===== config.mk =====
export PLATFORM = sky130hd
export DESIGN_NAME = param_fifo_sram
export DESIGN_NICKNAME = d
export VERILOG_FILES = /design/src/rtl/param_fifo_sram.sv
export SDC_FILE = /design/constraint.sdc
export NUM_CORES = 1
export LEC_CHECK = 0
export ABC_AREA = 0
export BUFFER_PORTS_ARGS = -buffer_cell sky130_fd_sc_hd__buf_4
export CAP_MARGIN = 20
export CORE_ASPECT_RATIO = 0.8
export CORE_MARGIN = 8
export CORE_UTILIZATION = 50
export DETAILED_ROUTE_END_ITERATION = 8
export HOLD_SLACK_MARGIN = 0.05
export PLACE_DENSITY = 0.75
export SLEW_MARGIN = 5
export SYNTH_ARGS = -nofsm -noshare
export SYNTH_HDL_FRONTEND = slang
export SYNTH_SLANG_ARGS = --single-unit

===== constraint.sdc =====
create_clock -name clk -period 6.41 [get_ports clk]
set_input_delay 1.923 -clock clk [delete_from_list [all_inputs] [get_ports clk]]
set_output_delay 1.923 -clock clk [all_outputs]
set_load 0.005 [all_outputs]

===== src/rtl/param_fifo_sram.sv =====
// First-word-fall-through FIFO on an inferred register file, with occupancy
// count, programmable almost-full/almost-empty thresholds and sticky error flags.
module param_fifo_sram #(
    parameter int DATA_W    = 8,
    parameter int ADDR_W    = 3,
    parameter int AFULL_TH  = 6,
    parameter int AEMPTY_TH = 2
) (
    input  logic              clk,
    input  logic              clrn,
    input  logic              write,
    input  logic              read,
    input  logic              clr_flags,
    input  logic [DATA_W-1:0] data_in,
    output logic [DATA_W-1:0] data_out,
    output logic              ready,
    output logic              full,
    output logic              almost_full,
    output logic              almost_empty,
    output logic [ADDR_W:0]   count,
    output logic              overflow,
    output logic              underflow
);
    localparam int DEPTH = 1 << ADDR_W;
    localparam logic [ADDR_W:0] DEPTH_C  = (ADDR_W+1)'(DEPTH);
    localparam logic [ADDR_W:0] AFULL_C  = (ADDR_W+1)'(AFULL_TH);
    localparam logic [ADDR_W:0] AEMPTY_C = (ADDR_W+1)'(AEMPTY_TH);

    logic [DATA_W-1:0] mem [DEPTH];
    logic [ADDR_W-1:0] wr_ptr;
    logic [ADDR_W-1:0] rd_ptr;
    logic [ADDR_W:0]   cnt;
    logic              ovf_q;
    logic              unf_q;
    logic              wr_ok;
    logic              rd_ok;
    logic              ovf_set;
    logic              unf_set;

    // Status is decoded from the count register only, so no input reaches an output.
    assign ready        = (cnt != '0);
    assign full         = (cnt == DEPTH_C);
    assign almost_full  = (cnt >= AFULL_C);
    assign almost_empty = (cnt <= AEMPTY_C);
    assign count        = cnt;
    assign overflow     = ovf_q;
    assign underflow    = unf_q;
    assign data_out     = mem[rd_ptr];

    // A write into a full FIFO is still accepted when a read frees a slot this edge.
    assign rd_ok   = read & ready;
    assign wr_ok   = write & (~full | rd_ok);
    assign ovf_set = write & full & ~rd_ok;
    assign unf_set = read & ~ready;

    always_ff @(posedge clk) begin
        if (wr_ok)
            mem[wr_ptr] <= data_in;
    end

    always_ff @(posedge clk or negedge clrn) begin
        if (!clrn) begin
            wr_ptr <= '0;
            rd_ptr <= '0;
            cnt    <= '0;
            ovf_q  <= 1'b0;
            unf_q  <= 1'b0;
        end else begin
            if (wr_ok)
                wr_ptr <= wr_ptr + 1'b1;
            if (rd_ok)
                rd_ptr <= rd_ptr + 1'b1;
            if (wr_ok && !rd_ok)
                cnt <= cnt + 1'b1;
            else if (rd_ok && !wr_ok)
                cnt <= cnt - 1'b1;
            // A new error in the same cycle as clr_flags keeps the flag set.
            if (ovf_set)
                ovf_q <= 1'b1;
            else if (clr_flags)
                ovf_q <= 1'b0;
            if (unf_set)
                unf_q <= 1'b1;
            else if (clr_flags)
                unf_q <= 1'b0;
        end
    end
endmodule


# After elaboration in Yosys (flattened, before gate mapping)
# Memory sizes are Yosys's and may differ from the RTL's.
# Index checks and enable logic that the tools add are counted.
word_totals:
  register_bits: 12
  latch_bits: 0
  ramBits: 64
  mem_bits_ro: 0
  in_bits: 13
  out_inout_bits: 18
  wordCells: 37
  mem_count: 1
op_classes:
  n_addsub: 4
  n_mul: 0
  n_div: 0
  order_cmp: 2
  n_eq_ne: 1
  n_shift: 0
  n_mux: 7
  bitwise_logic: 9
  n_reduce_logical: 8
memory_table:
  columns: ["name", "depth", "width", "rd", "rd_clocked_by_memory_dff", "wr", "line", "source"]
  rows:
  - ["mem", 8, 8, 1, 0, 1, "29", "logic [DATA_W-1:0] mem [DEPTH];"]
ops:
  columns: ["operator", "count"]
  rows:
  - ["two-way mux 4 bit", 2]
  - ["adder 3 x 1 -> 3 bit (second input constant)", 2]
  - ["nonzero test 2 bit", 3]
  - ["AND 1 bit", 5]
  - ["two-way mux 1 bit", 5]
  - ["adder 4 x 1 -> 4 bit (second input constant)", 1]
  - ["== test 4 bit (second input constant)", 1]
  - ["greater-or-equal comparator 4 x 3 -> 1 bit (second input constant)", 1]
  - ["less-or-equal comparator 4 x 2 -> 1 bit (second input constant)", 1]
  - ["nonzero test 4 bit", 1]
  - ["subtractor 4 x 1 -> 4 bit (second input constant)", 1]
  - ["NOT 1 bit", 3]
  - ["logical AND 1 bit", 2]
  - ["zero test 1 bit", 2]
  - ["OR 1 bit", 1]

# Longest topological paths before layout
# Gate-level depths: netlist of the first run.
logic_depth:
  ltp_word: 8
  depth_mapped: 9
  depth_no_buf: 9

# Least setup slack after synthesis of the first run
# No wires, ideal clock.
synth_timing:
  kind: "input -> register"
  from: "input port read"
  to: "register cnt[3] (netlist: count[3])"
  setup_ns: 0.131
  arrival_time_ns: 3.520
  required_ns: 6.279
  setup_slack_ns: 2.759
  stages: 8
  n_path_buf: 0
  cell_sequence: "o21ai_4 inv_1 ha_1 inv_1 ha_1 or4_1 o211ai_1 o211ai_1"
synth_between:
  elab_chain_len: 6
  elab_cells_between_ends: 9
  cone_classes: "mux (1); bitwise (3); reduce/logical (5)"
synth_lines:
  columns: ["item", "line", "source"]
  rows:
  - ["start: declaration", "12", "input logic read,"]
  - ["AND 1 bit (*)", "51", "assign rd_ok = read & ready;"]
  - ["OR 1 bit (*)", "52", "assign wr_ok = write & (~full | rd_ok);"]
  - ["AND 1 bit (*)", "52", null]
  - ["net wr_ok", "35", "logic wr_ok;"]
  - ["zero test 1 bit", "75", "else if (rd_ok && !wr_ok)"]
  - ["logical AND 1 bit", "75", null]
  - ["nonzero test 2 bit (no source line)", null, null]
  - ["end signal: assignment", "74", "cnt <= cnt + 1'b1;"]
  - ["end signal: assignment", "76", "cnt <= cnt - 1'b1;"]
  - ["end: declaration", "32", "logic [ADDR_W:0] cnt;"]
# The timed path passes the listed nets; every way through them passes the cells marked *.
# A chain may end at the register's enable or synchronous reset.

# Final worst setup path of the first run
layout_timing:
  from: "register rd_ptr[0]"
  to: "output port data_out[3]"
layout_between:
  elab_chain_len: 1
layout_lines:
  columns: ["item", "line", "source"]
  rows:
  - ["start: declaration", "31", "logic [ADDR_W-1:0] rd_ptr;"]
  - ["start signal: assignment", "72", "rd_ptr <= rd_ptr + 1'b1;"]
  - ["memory (8 x 8 bit)", null, null]
  - ["end: declaration", "15", "output logic [DATA_W-1:0] data_out,"]
# Every way passes these cells.

==> results.yml, run 1 <==
synth:
  yosysSeqAreaShare_pct: 70.5
  yosys.cell_types.count: 37
  syn-cell-area_um2: 3150
  async_reset_ff_share_pct: 15.8
  syn-num-nets: 182
  avgSynthCellArea_um2: 19.3
  yosys_warnings: 0
  ys_seq_elements: 76
  synth_edf_count: 64
  netlist_instances: 163
  ys.flop_type: "edfxtp_1"
drt:
  wl_per_cell_um: 20.2
  vias: 1643
  initialDrtViolationCount: 63
  drcViolationCount: 0
  wl_met1_um: 2450
  highest_layer: "met4"
  postRouteAntennaNets: 0
  wl_met2_um: 2990
  dr.pass1.iters: 4
  viasPerCell: 5.69
  wl_met3_um: 308
  wl_um: 5820
global_route:
  grt_pass1_vias: 1715
  grt_overflow_total: 0
  grt_use_total_pct: 13.5
  antenna_found_initial: 0
  grt_max_degree: 19
  grt_pass1_wl_um: 9270
die:
  die_y_um: 87.0
  die_area_um2: 9120
  fp.dieW_um: 105
  rows: 26
  io_pins: 31
  start_util_pct: 50.5
  core_um2: 6250
setup_path:
  slowest_stage: "dfrtp_1"
  crit_required_ps: 4490
  max_stage_delay_ps: 690
  endpoint_kind: "output port"
  cp-start-kind: "flip-flop"
  crit_buf_inv: 2
  worstSetupPathType: "flip-flop to output port"
  crit_arrival_ps: 2200
  crit_chain: "buf_16, mux4_2, mux2_2, buf_4"
  worst-path-max-fanout: 11
  path_delay_family: "multiplexers"
timing:
  worst_pin_slew_ps: 933
  fmax_mhz: 243
  finalHoldViolCount: 0
  rsz0062_at_grt: "no"
  min_period_over_period_pct: 64.3
  finClkSkew_ps: 8.23
  setup_tns_ps: 0
  setup_viol: 0
  min_period_ps: 4120
  max_slew_margin_pct: 37.5
  final_max_slew_viol_count: 0
cells_and_area:
  antenna_cells: 0
  fin_util_pct: 59.2
  nNetsFinal: 219
  finalNonFillerCells: 289
  drive_gt1_share_pct: 40.5
  syn_to_final_growth_pct: 17.3
clock_tree:
  cts-root-buf: "clkbuf_8"
  cts.sink_count: 76
  cts_tree: "built"
  clk_pin_slew_ps: 70
  numCtsBuffers: 9
  htreeDepth: 3
  cts_setup_buffers: 0
  cts_resized: 0
  clockBufferDepth: 2
  insertion_delay_ps: 340
  postCtsHoldBufs: 0
placed_design:
  dpl.hpwl_um: 3870
  gp_congestion: 0.802
  io_buffers: 30
  dp_cells: 272
status:
  status: "finished, final reports clean"
power:
  pwr-share-seq_pct: 45.6
  pwr-share-clk_pct: 20.8
  p_int_w: 0.00116
  p_leak_nw: 1.30
  switching_share_pct: 30.3
  comb_power_share_pct: 33.6
  netSwitchingPower_w: 0.000503
  ir_drop_v: 0.000245
  power.density_nw_per_um2: 448
min_path:
  hold_class: "flip-flop to flip-flop"
run:
  cap_violations: 0
==> logic make-up (layout without fill, tap and decap cells) <==
group / Yosys count / in the layout / share of synthesized area, %
XOR/XNOR: 6 / 6 / 1.67
AND/OR/NAND/NOR: 22 / 22 / 4.21
adder cells (fa/ha/maj): 6 / 6 / 2.62
buffers and inverters: 12 / 54 / 1.83
AO/OA/AOI/OAI: 13 / 13 / 3.41
flip-flops: 76 / 76 / 70.5
multiplexers: 28 / 28 / 15.8
==> state kept, by name, summed over array words and instances, names as in the netlist <==
name / flops
underflow: 1
rd_ptr: 3
overflow: 1
count: 4
mem: 64
wr_ptr: 3
==> layer usage <==
layer  global-route usage (%)  vias to the layer above
met2                     22.4                       55
li1                         -                      731
met1                     16.7                      849
met4                     4.65                        0
met5                        0                        -
met3                     3.99                        8
==> cell type report <==
class                      instances  area [um2]
inverter                           5        18.8
sequential                        76        2220
multi-input combinational         75         893
clock inverter                     6        65.1
timing repair buffer              33         268
fill                             486        2550
tap                               84         105
clock buffer                      10         128
==> cells in the mapped netlist, types with 2 or more instances <==
library cell,n,area (um2)
edfxtp_1,64,1920
mux4_2,16,360
dfrtp_1,12,300
mux2_2,10,113
xnor2_1,6,52.6
ha_1,5,62.6
inv_1,5,18.8
nand2_1,4,15.0
nor3_1,4,20.0
o211ai_1,4,30.0
buf_1,3,11.3
nand3_1,3,15.0
a21oi_1,2,10.0
nor2_1,2,7.51
==> power groups by stage <==
stage                     sequential (W)  combinational [W]  clock [W]
after floorplan                 0.000693           0.000400          0
after global placement          0.000770           0.000510          0
after detailed placement        0.000785           0.000530          0
after CTS                       0.000775           0.000531   0.000354
after global routing            0.000772           0.000610   0.000371
final                           0.000757           0.000558   0.000344
==> cell usage in the layout (no fill, tap or decap), drive strengths merged, types with 4 or more instances in the layout <==
| master | instances |
|---|---|
| nand2 | 4 |
| clkbuf | 10 |
| clkinv | 4 |
| edfxtp | 64 |
| buf | 33 |
| dfrtp | 12 |
| mux2 | 11 |
| ha | 5 |
| inv | 5 |
| o211ai | 4 |
| nor3 | 4 |
| mux4 | 16 |
| xnor2 | 6 |
==> through the flow <==
stage                     hold slack, ps  total power, W  cell area (um2)  setup WS, ps
after detailed placement             487         0.00131             3480          2310
after global routing                 531         0.00175             3700          2190
final                                507         0.00166             3700          2290
after floorplan                      478         0.00109             3150          2760
after CTS                            517         0.00166             3670          1940
after global placement               478         0.00128             3480          2410
==> path summary, 6_finish.rpt <==
| kind | from | to | slack (ps) | cells after the start |
|---|---|---|---|---|
| max | rd_ptr[0]$_DFFE_PN0N_ | data_out[3] | 2290 | 4 |
| min | overflow$_DFFE_PN0P_ | overflow$_DFFE_PN0P_ | 510 | 1 |
| max reg2reg | count[0]$_DFFE_PN0P_ | count[3]$_DFFE_PN0P_ | 3300 | 9 |
| min reg2reg | overflow$_DFFE_PN0P_ | overflow$_DFFE_PN0P_ | 510 | 1 |
| max in group asynchronous | clrn | rd_ptr[2]$_DFFE_PN0N_ | 4840 | 1 |
| min in group asynchronous | clrn | overflow$_DFFE_PN0P_ | 1410 | 1 |
Note: power is estimated with default switching activity, not from simulation.
==> run 2, diff against run 1 <==
==> constraint.sdc (replaced) <==
create_clock -name clk -period 4.1 [get_ports clk]
set_input_delay 1.23 -clock clk [delete_from_list [all_inputs] [get_ports clk]]
set_output_delay 1.23 -clock clk [all_outputs]
set_load 0.005 [all_outputs]
==> run 2 against run 1 <==
Net effect: clock skew barely moved; critical path depth shrank 1; power is 52% higher; critical endpoint is now data_out[0]; largest cell class unchanged.
==> results.yml, run 2 (synthesis results as in run 1) <==
status:
  status: "finished, final reports clean"
global_route:
  grt_max_degree: 19
  grt_overflow_total: 0
  grt_pass1_wl_um: 9200
  grt_pass1_vias: 1761
  antenna_found_initial: 0
  grt_use_total_pct: 13.6
drt:
  viasPerCell: 5.49
  postRouteAntennaNets: 0
  drcViolationCount: 0
  initialDrtViolationCount: 112
  wl_per_cell_um: 19.8
  wl_um: 5830
  dr.pass1.iters: 4
  vias: 1615
die:
  core_um2: 6250
  start_util_pct: 50.5
  die_y_um: 87.0
  die_area_um2: 9120
  io_pins: 31
  rows: 26
  fp.dieW_um: 105
cells_and_area:
  final_area_um2: 3680
  drive_gt1_share_pct: 40.5
  syn_to_final_growth_pct: 16.6
  largest_register_ffs: 64
  largest-register: "mem"
  antenna_cells: 0
  nNetsFinal: 224
  final.fill_count: 471
  fin_util_pct: 58.9
  final_common_cell: "edfxtp_1"
  seqCellArea_um2: 2220
  final_cell_mix: "64 x edfxtp_1, 38 x buf_4, 16 x mux4_2, 12 x dfrtp_1, 10 x mux2_2"
  multi_input_area_um2: 873
clock_tree:
  numCtsBuffers: 9
  htreeDepth: 3
  cts-root-buf: "clkbuf_8"
  cts_resized: 0
  clk_pin_slew_ps: 70
  postCtsHoldBufs: 0
  insertion_delay_ps: 340
  clockBufferDepth: 2
  cts_setup_buffers: 0
  cts_tree: "built"
  cts.sink_count: 76
timing:
  setup_tns_ps: 0
  worst_pin_slew_ps: 1000
  finClkSkew_ps: 8.09
  rsz0062_at_grt: "no"
  final_max_slew_viol_count: 0
  min_period_over_period_pct: 79.1
  min_period_ps: 3240
  fmax_mhz: 308
  worst_slack_ps: 858
  finalHoldViolCount: 0
  max_slew_margin_pct: 32.8
  setup_viol: 0
setup_path:
  r2r-end: "count[3]$_DFFE_PN0P_"
  slowest_stage: "dfrtp_1"
  crit_arrival_ps: 2010
  endpoint_kind: "output port"
  worstSetupPathType: "flip-flop to output port"
  max_stage_delay_ps: 840
  worst-path-max-fanout: 18
  cp-start-kind: "flip-flop"
  crit_required_ps: 2870
  reg2regPathDepth: 9
  worstSetupEndpoint: "data_out[0]"
  regToRegSetupSlack_ps: 1050
  reg2reg_from: "count[0]$_DFFE_PN0P_"
  crit_chain: "mux4_2, mux2_2, buf_4"
  critPathLaunch: "rd_ptr[1]$_DFFE_PN0N_"
placed_design:
  gp_congestion: 0.840
  placed_area_um2: 3500
  io_buffers: 30
  dp_slack_ps: 812
  dpl.hpwl_um: 3970
power:
  ir_drop_v: 0.000365
  switching_share_pct: 31.1
  pwr-share-seq_pct: 45.9
  p_int_w: 0.00174
  pwr-share-clk_pct: 19.2
  power.density_nw_per_um2: 687
  p_leak_nw: 1.30
  netSwitchingPower_w: 0.000785
  finalPower_w: 0.00253
  comb_power_share_pct: 34.9
min_path:
  hold_class: "flip-flop to flip-flop"
run:
  cap_violations: 0
[run 2: worst max-delay path, delay by kind of cell, from the launching register on]
family                 cells  cell delay [ps]
buffers and inverters      1              130
muxes                      2              700
DFF                        1              840
[run 2: power groups by stage]
| stage | combinational (W) | sequential, W | clock, W |
|---|---|---|---|
| floorplan | 0.000626 | 0.00108 | 0 |
| global placement | 0.000867 | 0.00115 | 0 |
| detailed placement | 0.000903 | 0.00117 | 0 |
| CTS | 0.000904 | 0.00116 | 0.000502 |
| global route | 0.000963 | 0.00118 | 0.000530 |
| finish | 0.000882 | 0.00116 | 0.000485 |
[run 2: area by class of cell]
type	count	share of cell area [%]
flip-flops and latches	76	60.4
multi-input cells	75	23.7
repair buffers	38	7.76
clock buffers	9	3.37
well taps	84	2.86
clock inverters	7	1.33
inverters	5	0.510
[run 2: per-layer routing]
| layer | track usage, % | part of all wire, % | vias up |
|---|---|---|---|
| li1 | - | - | 742 |
| met1 | 15.5 | 43 | 833 |
| met2 | 23.3 | 52 | 31 |
| met3 | 4.51 | 3.4 | 9 |
| met4 | 5.17 | 1.6 | 0 |
| met5 | 0 | 0 | - |
[run 2: worst min-delay path by stage]
stage	start	to	slack, ps	cells past startpoint
floorplan	underflow$_DFFE_PN0P_	underflow$_DFFE_PN0P_	480	1
global placement	underflow$_DFFE_PN0P_	underflow$_DFFE_PN0P_	480	1
detailed placement	underflow$_DFFE_PN0P_	underflow$_DFFE_PN0P_	480	1
CTS	underflow$_DFFE_PN0P_	underflow$_DFFE_PN0P_	510	1
global route	underflow$_DFFE_PN0P_	underflow$_DFFE_PN0P_	530	1
finish	underflow$_DFFE_PN0P_	underflow$_DFFE_PN0P_	510	1
[run 2: through the flow]
stage,instances,hold WS [ps]
after floorplan,163,478
after global placement,278,479
after detailed placement,278,479
after CTS,294,506
after global routing,294,535
final,294,508
